==> src/rtl/matrix_pkg.sv <==
// Shared constants and types for the matrix result streamer.
// Default geometry matches a 2x2 by 2x2 matrix_alu.
package matrix_pkg;

  localparam int NA = 4;
  localparam int NB = 4;

  localparam logic [1:0] OP_KRON = 2'b11;

  typedef enum logic [1:0] {
    IDLE   = 2'd0,
    WAIT   = 2'd1,
    STREAM = 2'd2
  } state_t;

  function automatic int idx_width(input int n);
    return (n > 1) ? $clog2(n) : 1;
  endfunction

endpackage

==> src/rtl/matrix_result_streamer_mux.sv <==
// Indexed element select from a flattened bus.
// Out-of-range selects return zero.
module matrix_result_streamer_mux
  import matrix_pkg::*;
#(
  parameter int word_size = 32,
  parameter int depth = 16,
  localparam int SW = idx_width(depth)
) (
  input  logic [depth*word_size-1:0] data,
  input  logic [SW-1:0]              sel,
  output logic [word_size-1:0]       elem
);

  always_comb begin
    elem = '0;
    for (int i = 0; i < depth; i++) begin
      if (sel == SW'(i)) begin
        elem = data[i*word_size +: word_size];
      end
    end
  end

endmodule

==> src/rtl/matrix_result_streamer.sv <==
// Captures matrix_alu's result bus after a fixed latency and
// streams the valid elements out one word per valid/ready beat.
module matrix_result_streamer
  import matrix_pkg::*;
#(
  parameter int word_size = 32,
  parameter int Amatrixrownum = 2,
  parameter int Amatrixcolnum = 2,
  parameter int Bmatrixrownum = 2,
  parameter int Bmatrixcolnum = 2,
  parameter int alu_latency = 2,
  localparam int EA = Amatrixrownum * Amatrixcolnum,
  localparam int EB = Bmatrixrownum * Bmatrixcolnum,
  localparam int EN = EA * EB,
  localparam int IW = idx_width(EN),
  localparam int WW = idx_width(alu_latency + 1)
) (
  input  logic                    clk,
  input  logic                    reset,
  input  logic                    start,
  input  logic [1:0]              op,
  input  logic [EN*word_size-1:0] C,
  output logic                    busy,
  output logic [word_size-1:0]    out_data,
  output logic                    out_valid,
  input  logic                    out_ready,
  output logic [IW-1:0]           out_index,
  output logic                    out_last,
  output logic                    done
);

  localparam logic [IW-1:0] LAST_FULL = IW'(EN - 1);
  localparam logic [IW-1:0] LAST_PART = IW'(EA - 1);

  state_t                  state;
  logic [1:0]              op_q;
  logic [WW-1:0]           wait_cnt;
  logic [IW-1:0]           idx;
  logic [EN*word_size-1:0] shadow;

  logic [IW-1:0] last_new;
  logic [IW-1:0] last_cur;
  logic [IW-1:0] idx_next;
  logic          accept;

  // last_new serves the zero-latency path where op is not yet latched
  assign last_new = (op == OP_KRON) ? LAST_FULL : LAST_PART;
  assign last_cur = (op_q == OP_KRON) ? LAST_FULL : LAST_PART;
  assign idx_next = IW'(idx + 1'b1);
  assign accept = out_valid && out_ready;
  assign out_index = idx;

  matrix_result_streamer_mux #(
    .word_size(word_size),
    .depth(EN)
  ) u_mux (
    .data(shadow),
    .sel(idx),
    .elem(out_data)
  );

  always_ff @(posedge clk) begin
    if (reset) begin
      state <= IDLE;
      op_q <= '0;
      wait_cnt <= '0;
      idx <= '0;
      shadow <= '0;
      busy <= 1'b0;
      out_valid <= 1'b0;
      out_last <= 1'b0;
      done <= 1'b0;
    end else begin
      done <= 1'b0;
      unique case (state)
        IDLE: begin
          if (start) begin
            op_q <= op;
            wait_cnt <= WW'(alu_latency);
            busy <= 1'b1;
            if (alu_latency == 0) begin
              shadow <= C;
              idx <= '0;
              out_valid <= 1'b1;
              out_last <= (last_new == '0);
              state <= STREAM;
            end else begin
              state <= WAIT;
            end
          end
        end
        WAIT: begin
          wait_cnt <= wait_cnt - 1'b1;
          if (wait_cnt == WW'(1)) begin
            shadow <= C;
            idx <= '0;
            out_valid <= 1'b1;
            out_last <= (last_cur == '0);
            state <= STREAM;
          end
        end
        STREAM: begin
          if (accept) begin
            if (idx == last_cur) begin
              idx <= '0;
              busy <= 1'b0;
              out_valid <= 1'b0;
              out_last <= 1'b0;
              done <= 1'b1;
              state <= IDLE;
            end else begin
              idx <= idx_next;
              out_last <= (idx_next == last_cur);
            end
          end
        end
        default: begin
          busy <= 1'b0;
          out_valid <= 1'b0;
          out_last <= 1'b0;
          state <= IDLE;
        end
      endcase
    end
  end

endmodule
==> config.mk <==
export PLATFORM = sky130hd
export DESIGN_NAME = matrix_result_streamer
export DESIGN_NICKNAME = d
export VERILOG_FILES = /design/src/rtl/matrix_pkg.sv /design/src/rtl/matrix_result_streamer_mux.sv /design/src/rtl/matrix_result_streamer.sv
export SDC_FILE = /design/constraint.sdc
export NUM_CORES = 1
export LEC_CHECK = 0
export ABC_AREA = 1
export CAP_MARGIN = 5
export CELL_PAD_IN_SITES_DETAIL_PLACEMENT = 2
export CELL_PAD_IN_SITES_GLOBAL_PLACEMENT = 2
export CORE_MARGIN = 2
export CORE_UTILIZATION = 24
export CTS_CLUSTER_DIAMETER = 150
export DETAILED_ROUTE_END_ITERATION = 16
export GPL_ROUTABILITY_DRIVEN = 0
export GPL_TIMING_DRIVEN = 0
export PLACE_DENSITY = 0.8
export SETUP_SLACK_MARGIN = 0.5
export SLEW_MARGIN = 20
export SYNTH_ARGS = -nofsm -noshare
export SYNTH_HDL_FRONTEND = slang
export SYNTH_SLANG_ARGS = --single-unit
export TNS_END_PERCENT = 50
==> constraint.sdc <==
create_clock -name clk -period 2.2 [get_ports clk]
set_clock_uncertainty 0.05 [all_clocks]
set_input_delay 0.22 -clock clk [delete_from_list [all_inputs] [get_ports clk]]
set_output_delay 0.22 -clock clk [all_outputs]
set_load 0.005 [all_outputs]
==> impl_metrics.tcl, run 1 <==
set metrics [dict create \
    timing.critical_path.arrival_ps 4010 \
    yosys.area_share.xor_xnor 0.0003750 \
    drt_wl_total_um 140500 \
    worst_stage_delay_on_the_critical_path_ps 400 \
    hp-class "in2reg" \
    overflow 0 \
    post_synth_main_area_contributors "dfxtp_1, o21ai_0, nand2_1" \
    fin_crit_sh 1.945 \
    reg2regPathDepth 10 \
    synth_nets 4025 \
    result_of_the_run "complete, but fails checks" \
    ys.warnings.count 0 \
    grt_pass1_wl_um 185500 \
    synthCells 3501 \
    asyncSetResetFlopFracSynth 0 \
    yosys.area_share.adder 0.003215 \
    violations "setup timing" \
    drt_first_iter_violations 1689 \
    synth_top_area_cell "dfxtp_1" \
    largest_net_degree_at_the_start_of_global_routing 13 \
    place_inst 5333 \
    tightest_slew_ps 806.0 \
    finish.utilization 0.3854 \
    yosys.cell_types.count 25 \
    finalWorstPathRequiredPeriod_ps 4279 \
    finalNetCount 4730 \
    muxShareOfSynthArea 0 \
    dpl_cell_area_um2 30700 \
    wl_per_cell_um 25.35 \
    crit_path_frequent_cell "nand2_1" \
    drt_drc_violations_left 0 \
    timing.hold.worst_path_depth 3 \
    layout_commonest_cell "clkdlybuf4s50_1" \
    share_of_the_synthesized_area_in_compound_gates_ao_oa_aoi_oai 0.2072 \
    floorplan.initialDensity 0.2418 \
    timing.critical_path.cells "inv_6, ha_4, buf_8, nor2_4, buf_12, buf_8, buf_6, nand3_1, nand3_2, nand3_4, nand3_2, nand2_1, nand2_2, nand2_2, nand3_1, nand3_2, nand3_2, nand2_1, nand2_1, nand2_1, nand2_2, nand2_1, nand2_1, dlygate4sd2_1" \
    ctsRootBufferMaster "clkbuf_16" \
    syn_avg_cell_area_um2 6.671 \
    design_power_total_mw 25.16 \
    grt.total_usage 0.2516 \
    timing.rr.end "shadow[81]" \
    count_of_flip_flops_with_a_built_in_enable_after_synthesis 0 \
    antenna_found_initial 22 \
    critical_path_peak_fanout 7 \
    crit_slowest_cell "dfxtp_4" \
    achievable-frequency_mhz 233.7 \
    timing.final.setup_violations 32 \
    netlist.area_leader.share 0.4509 \
    routed-via-count 27450 \
    most_used_cells_in_the_layout_excluding_fill_and_tap_cells "clkdlybuf4s50_1, dfxtp_1, nor2_1" \
    clock_latency_ps 620 \
    synth-seq-area-share 0.4509 \
    core_um2 96570 \
    die_y_um 315.9 \
    std_cell_rows 114 \
    slew_viol_final 0 \
    vias_per_cell 4.952 \
    route.antenna.remaining_nets 0 \
    crit_path_start_kind "flop" \
    endpoint_kind "output port" \
    layoutNonFillerInstCount 5542 \
    detailedPlacementHpwl_um 100100 \
    holdCritStartpoint "C[429]" \
    min_to "shadow[429]" \
    post_synth_and_or_nand_nor_area_fraction 0.2364 \
    die-area_um2 99820 \
    cts_sinks 526 \
    cts_buffers 67 \
    peakVddDrop_v 0.0003612 \
    setup.reg_to_reg.worst_slack_ps 70 \
    ys.flop_type "dfxtp_1" \
    cts-root-to-sink-buffers 3 \
    worst_slack_setup_final_ps -2079 \
    cap_violations 0 \
    power.static_leakage_nw 15.15 \
    regToRegStartpoint "wait_cnt[1]" \
    ys_seq_elements 526 \
    grt_setup_unrepaired "yes" \
    boundary_pin_count 558 \
    postLayoutCellArea_um2 37220 \
    max-slew-margin-rel 0.4607 \
    hold_ws_ps 117.0 \
    final_layout_size_suffix_gt1_frac 0.1872 \
    die_width_um 315.9 \
    timing_hold_violations_final 0 \
    worstSetupPathType "reg2out" \
    count_of_h_tree_levels_built_during_cts 3 \
    timing.setup.tns_ps -53310 \
    tritoncts_clock_tree "done" \
    dominant_combinational_cell_family_by_area_after_synthesis "simple AND/OR/NAND/NOR gates" \
    port-buffer-count 556 \
    syn-cell-area_um2 23350 \
    detailedRoute.firstPassIterationCount 5 \
    clk_transition_reported_paths_ps 60 \
    layout-area-overhead-vs-synth_pct 59.36 \
    pwr_density_cell_nw_per_um2 676.1 \
    grt_pass1_vias 28950 \
    timing.critical_path.required_ps 1930 \
    dp_slack_ps -1873 \
]
synthesized netlist by cell type (2+ instances only):
cell type / count
a21oi_1: 370
buf_1: 12
buf_2: 16
buf_4: 4
clkbuf_1: 227
dfxtp_1: 526
ha_1: 6
inv_1: 358
inv_2: 5
nand2_1: 591
nand2_2: 2
nand3_1: 250
nand3b_1: 3
nor2_1: 531
nor2_2: 2
nor3_1: 2
o21ai_0: 570
o21ai_1: 19
sequential cells by signal, summed over array words and instances (netlist names):
name	flops
op_q	2
out_valid	1
shadow	512
busy	1
done	1
out_index	4
out_last	1
wait_cnt	2
state	2
logic make-up (layout without fill, tap and decap cells):
| logic type | count (synthesis) | count (layout) |
|---|---|---|
| AOI/OAI and AO/OA | 964 | 964 |
| xor gates and xnor gates | 1 | 1 |
| adders and majority gates | 6 | 6 |
| buffers and inverters | 623 | 1374 |
| DFF | 526 | 526 |
| other | 0 | 14 |
| and+or+nand+nor | 1381 | 1381 |
power by group:
group / switching, mW / leakage, nW / internal, mW
clock: 4.88 / 1.13 / 6.97
sequential: 0.170 / 4.26 / 9.85
combinational: 1.78 / 9.76 / 1.51
layout make-up:
class                   count  area, um2
multi-input cells        2352      13110
diodes                     14      35.03
clock inverters            23      349.1
well taps                1276       1597
fillers                 10990      59350
clock buffers              92       1952
inverters                 363       1421
repair buffers            635       6381
repair inverters            1      11.26
flip-flops and latches    526      10540
plain buffers             260       1815
worst max-delay path by stage:
stage | from | endpoint | slack, ps
detailed placement | out_index[0] | out_data[21] | -1870
global route | out_index[1] | out_data[25] | -2160
global placement | out_index[2] | out_data[21] | -1840
finish | out_index[1] | out_data[23] | -2080
CTS | out_index[2] | out_data[1] | -2120
floorplan | out_index[1] | out_data[10] | 120
critical path, delay by kind of cell (launching register included):
kind                     cells  cell delay, ps
AND/OR/NAND/NOR             17            2010
buffers and inverters        6             810
flip-flops                   1             400
adder cells (fa/ha/maj)      1             150
repair_timing:
action                                 CTS  global route
hold buffers                             0             2
pin swaps                               63           108
setup endpoints to repair              560           561
gates resized for setup                422           770
endpoints found under the hold margin    0             8
buffers inserted                        25            42
cloned                                   1            10
per-layer routing:
| metal | share of wire | vias to the layer above | GRT usage |
|---|---|---|---|
| li1 | - | 12670 | - |
| met3 | 0.044 | 267 | 0.04073 |
| met1 | 0.41 | 13720 | 0.3043 |
| met5 | 0.00043 | - | 0 |
| met2 | 0.50 | 787 | 0.4427 |
| met4 | 0.045 | 10 | 0.1011 |
Power figures use the tool's default switching activity.
==> inputs of run 2 (changes only) <==
CORE_MARGIN = not set   (was 2)
==> impl_metrics.tcl, run 2 (synthesized netlist as in run 1, its figures left out) <==
set metrics [dict create \
    cap_violations 0 \
    regMostFlops "shadow" \
    die_width_um 313.9 \
    cts-root-to-sink-buffers 3 \
    wl_per_cell_um 27.51 \
    finalWorstPathRequiredPeriod_ps 3888 \
    timing.critical_path.cells "inv_4, ha_4, buf_8, nor2_4, buf_6, buf_4, nand3_4, nand3_4, nand3_4, nand3_4, nand2_4, nand2_4, nand2_2, nand3_4, nand3_4, nand3_2, nand2_2, nand2_2, nand2_2, nand2_4, nand2_2, nand2_1, clkdlybuf4s15_2" \
    power.static_leakage_nw 16.02 \
    antenna_found_initial 20 \
    worst_slack_setup_final_ps -1688 \
    achievable-frequency_mhz 257.2 \
    largest_reg_flops 512 \
    clock_latency_ps 620 \
    setup.reg_to_reg.worst_slack_ps 30 \
    endpoint_kind "output port" \
    worst-path-stages 23 \
    layout_commonest_cell "clkdlybuf4s50_1" \
    grt_pass1_wl_um 202700 \
    final_layout_size_suffix_gt1_frac 0.2627 \
    cp.buffers_inverters 5 \
    regToRegStartpoint "out_index[2]" \
    timing.critical_path.arrival_ps 3620 \
    most_used_cells_in_the_layout_excluding_fill_and_tap_cells "clkdlybuf4s50_1, dfxtp_1, nor2_1" \
    tritoncts_clock_tree "done" \
    port-buffer-count 556 \
    finalNetCount 4777 \
    drt_wl_total_um 153800 \
    vias_per_cell 5.118 \
    clk_transition_reported_paths_ps 60 \
    crit_path_start_kind "flop" \
    timing.final.setup_violations 32 \
    critical_path.top_delay_family "simple AND/OR/NAND/NOR gates" \
    grt_setup_unrepaired "yes" \
    ctsRootBufferMaster "clkbuf_16" \
    tightest_slew_ps 1156 \
    cts_buffers 66 \
    core_um2 96570 \
    floorplan.initialDensity 0.2418 \
    layout.filler_cells 10450 \
    worst_stage_delay_on_the_critical_path_ps 390 \
    pwr_density_cell_nw_per_um2 626.6 \
    overflow 0 \
    layout-area-overhead-vs-synth_pct 72.78 \
    min_to "shadow[485]" \
    result_of_the_run "complete, but fails checks" \
    timing.rr.end "out_valid" \
    worstSetupPathType "reg2out" \
    die-area_um2 98560 \
    timing.critical_path.required_ps 1930 \
    crit_slowest_cell "dfxtp_4" \
    holdCritStartpoint "C[485]" \
    timing.hold.worst_path_depth 3 \
    routed-via-count 28610 \
    reg2regPathDepth 13 \
    grt.total_usage 0.2782 \
    fin_crit_sh 1.767 \
    hp-class "in2reg" \
    die_y_um 313.9 \
    crit_path_frequent_cell "nand3_4" \
    detailedRoute.firstPassIterationCount 7 \
    design_power_total_mw 25.28 \
    largest_net_degree_at_the_start_of_global_routing 13 \
    count_of_h_tree_levels_built_during_cts 3 \
    drt_first_iter_violations 1760 \
    timing_hold_violations_final 0 \
    timing.setup.tns_ps -49790 \
    cts_sinks 526 \
    peakVddDrop_v 0.0004263 \
    std_cell_rows 114 \
    max-slew-margin-rel 0.2293 \
    route.antenna.remaining_nets 0 \
    detailedPlacementHpwl_um 98830 \
    slew_viol_final 0 \
    grt_pass1_vias 30560 \
    boundary_pin_count 558 \
    critical_path_peak_fanout 6 \
    drt_drc_violations_left 0 \
    violations "setup timing" \
]
[run 2: metal layers]
| layer | global-route usage | vias to the layer above | part of all wire |
|---|---|---|---|
| met4 | 0.1172 | 8 | 0.060 |
| met3 | 0.03417 | 400 | 0.045 |
| met5 | 0 | - | 0.00036 |
| met1 | 0.3252 | 14440 | 0.39 |
| met2 | 0.5079 | 985 | 0.50 |
| li1 | - | 12780 | - |
[run 2: area by class of cell]
cell class,count,area [um2],share of cell area
multi-input combinational,2352,15260,0.3781
clock inverter,18,227.7,0.005644
tap,1276,1597,0.03957
timing repair buffer,684,6917,0.1714
antenna,10,25.02,0.0006202
sequential,526,10550,0.2614
inverter,363,1395,0.03457
clock buffer,102,1977,0.04899
buffer,260,2407,0.05966
[run 2: what timing repair did]
item	4_1_cts	5_1_grt
pin swaps	278	235
endpoints found under the hold margin	8	0
gates resized for setup	1251	534
hold buffers	2	0
setup endpoints to repair	560	552
buffers inserted	68	33
gates cloned	18	7
[run 2: worst max path at each step]
stage | startpoint | endpoint | slack (ps)
floorplan | out_index[1] | out_data[10] | 120
global placement | out_index[2] | out_data[21] | -1820
detailed placement | out_index[2] | out_data[21] | -1840
CTS | out_index[1] | out_data[23] | -1650
global route | out_index[1] | out_data[25] | -1790
finish | out_index[1] | out_data[26] | -1690
[run 2: metrics by stage]
step                      cell area, um2  hold WS, ps    util  cells  setup WS (ps)
after global placement             30690        384.4  0.3178   5333          -1818
after detailed placement           30700        394.2  0.3179   5333          -1836
after CTS                          38300        109.7  0.3966   5541          -1646
after global routing               40350        130.6  0.4178   5590          -1795
after floorplan                    23530        304.9       -   3501          122.4
final                              40350        138.7  0.4179   5591          -1688
[run 2: report_power, final]
part           internal (mW)  switching, mW
clock network           6.50           4.91
registers               9.85          0.182
logic                   1.74           2.10
total                   18.1           7.19
[run 2: tightest hold or removal path: stages]
cell and delay (ps):
clkdlybuf4s50_1 390, nor2_1 100, nor2_1 50
==> inputs of run 3 (changes only) <==
PLACE_DENSITY = 0.81   (was 0.8)
clock period = 3.37 ns   (was 2.2 ns; I/O delays follow)
==> impl_metrics.tcl, run 3 (synthesized netlist as in run 1, its figures left out) <==
set metrics [dict create \
    worstSetupPathType "reg2out" \
    std_cell_rows 114 \
    overflow 0 \
    crit_slowest_cell "dfxtp_4" \
    core_um2 96570 \
    tritoncts_clock_tree "done" \
    fin_crit_sh 1.092 \
    peakVddDrop_v 0.0003058 \
    routed-via-count 27690 \
    critical_path_peak_fanout 7 \
    cap_violations 0 \
    achievable-frequency_mhz 271.6 \
    antenna_found_initial 14 \
    count_of_h_tree_levels_built_during_cts 3 \
    timing.critical_path.required_ps 2980 \
    pwr_density_cell_nw_per_um2 436.7 \
    crit_path_frequent_cell "nand3_4" \
    hp-class "in2reg" \
    clock_latency_ps 600 \
    violations "setup timing" \
    die_width_um 313.9 \
    max-slew-margin-rel 0.3166 \
    reg2regPathDepth 8 \
    ctsRootBufferMaster "clkbuf_16" \
    cts_buffers 66 \
    timing.critical_path.arrival_ps 3290 \
    timing.critical_path.cells "inv_6, ha_4, buf_12, nor2_4, buf_12, clkbuf_16, nand3_4, nand3_4, nand3_4, nand3_4, nand2_4, nand2_4, nand2_4, nand3_4, nand3_4, nand3_4, nand2_2, nand2_2, nand2_4, nand2_4, nand2_2, nand2_2, buf_6" \
    grt_pass1_wl_um 205200 \
    power.static_leakage_nw 14.85 \
    die-area_um2 98560 \
    cts_sinks 526 \
    drt_drc_violations_left 0 \
    layout-area-overhead-vs-synth_pct 61.76 \
    port-buffer-count 556 \
    worst_stage_delay_on_the_critical_path_ps 380 \
    grt_pass1_vias 30340 \
    result_of_the_run "complete, but fails checks" \
    timing.hold.worst_path_depth 2 \
    drt_first_iter_violations 1732 \
    timing.final.setup_violations 32 \
    largest_reg_flops 512 \
    slew_viol_final 0 \
    finalWorstPathRequiredPeriod_ps 3681 \
    finalNetCount 4693 \
    layout_commonest_cell "o21ai_0" \
    wl_per_cell_um 26.17 \
    dpl_cell_area_um2 30520 \
    endpoint_kind "output port" \
    crit_path_start_kind "flop" \
    detailedRoute.firstPassIterationCount 5 \
    tightest_slew_ps 1025 \
    worst_slack_setup_final_ps -311.3 \
    detailedPlacementHpwl_um 100900 \
    boundary_pin_count 558 \
    clk_transition_reported_paths_ps 60 \
    largest_net_degree_at_the_start_of_global_routing 13 \
    route.antenna.remaining_nets 0 \
    final_layout_size_suffix_gt1_frac 0.1855 \
    die_y_um 313.9 \
    regMostFlops "shadow" \
    design_power_total_mw 16.50 \
    floorplan.initialDensity 0.2418 \
    timing_hold_violations_final 0 \
    vias_per_cell 5.029 \
    cts-root-to-sink-buffers 3 \
    postLayoutCellArea_um2 37780 \
    grt_setup_unrepaired "yes" \
    grt.total_usage 0.2825 \
    drt_wl_total_um 144100 \
    most_used_cells_in_the_layout_excluding_fill_and_tap_cells "o21ai_0, clkdlybuf4s50_1, nor2_1, dfxtp_1, a21oi_1" \
]
run 3: power by group:
part           internal [mW]  switching (mW)
clock network           4.60            3.17
registers               6.43           0.113
logic                  0.960            1.22
total                   12.0            4.51
run 3: area by class of cell:
type                    instances  area, um2
diodes                          8      20.02
well taps                    1276       1597
repair buffers                600       6017
plain buffers                 260       1406
clock buffers                  95       1952
flip-flops and latches        526      10550
inverters                     363       1386
clock inverters                26      359.1
fillers                     10780      58790
multi-input cells            2352      14490
run 3: routing by layer:
metal | wire [um] | part of all wire | track usage | up-vias
li1 | - | - | - | 12590
met1 | 57530 | 0.40 | 0.3347 | 13890
met2 | 72360 | 0.50 | 0.5021 | 902
met3 | 6413 | 0.045 | 0.03391 | 302
met4 | 7752 | 0.054 | 0.1382 | 4
met5 | 23 | 0.00016 | 0 | -
run 3: repair_timing:
item                                   in CTS  in global routing
endpoints found under the hold margin       0                  0
pin swaps                                 254                214
hold buffers                                0                  0
setup buffers                              34                  4
resized for setup                        1031                136
setup endpoints to repair                 489                107
cloned                                      6                  0
run 3: critical path, delay by kind of cell (launching register included):
kind,cells,cell delay [ps]
buffers and inverters,5,630
adders and majority gates,1,160
DFF,1,380
and+or+nand+nor,17,1480
run 3: path summary, 6_finish.rpt:
kind	from	to	slack, ps
setup / recovery	out_index[1]	out_data[22]	-310
hold / removal	reset	wait_cnt[0]	190
setup reg to reg	wait_cnt[1]	shadow[145]	710
hold reg to reg	shadow[201]	shadow[201]	400
run 3: through the flow:
step | setup TNS (ps) | util | cells | hold slack (ps) | worst slack (ps)
after floorplan | 0 | - | 3501 | 374.5 | 865.0
after global placement | -61140 | 0.3160 | 5333 | 385.3 | -1231
after detailed placement | -33940 | 0.3161 | 5333 | 393.8 | -1305
after CTS | -9769 | 0.3843 | 5494 | 184.0 | -393.0
after global routing | -11020 | 0.3912 | 5505 | 237.0 | -401.5
final | -8000 | 0.3912 | 5506 | 194.3 | -311.3
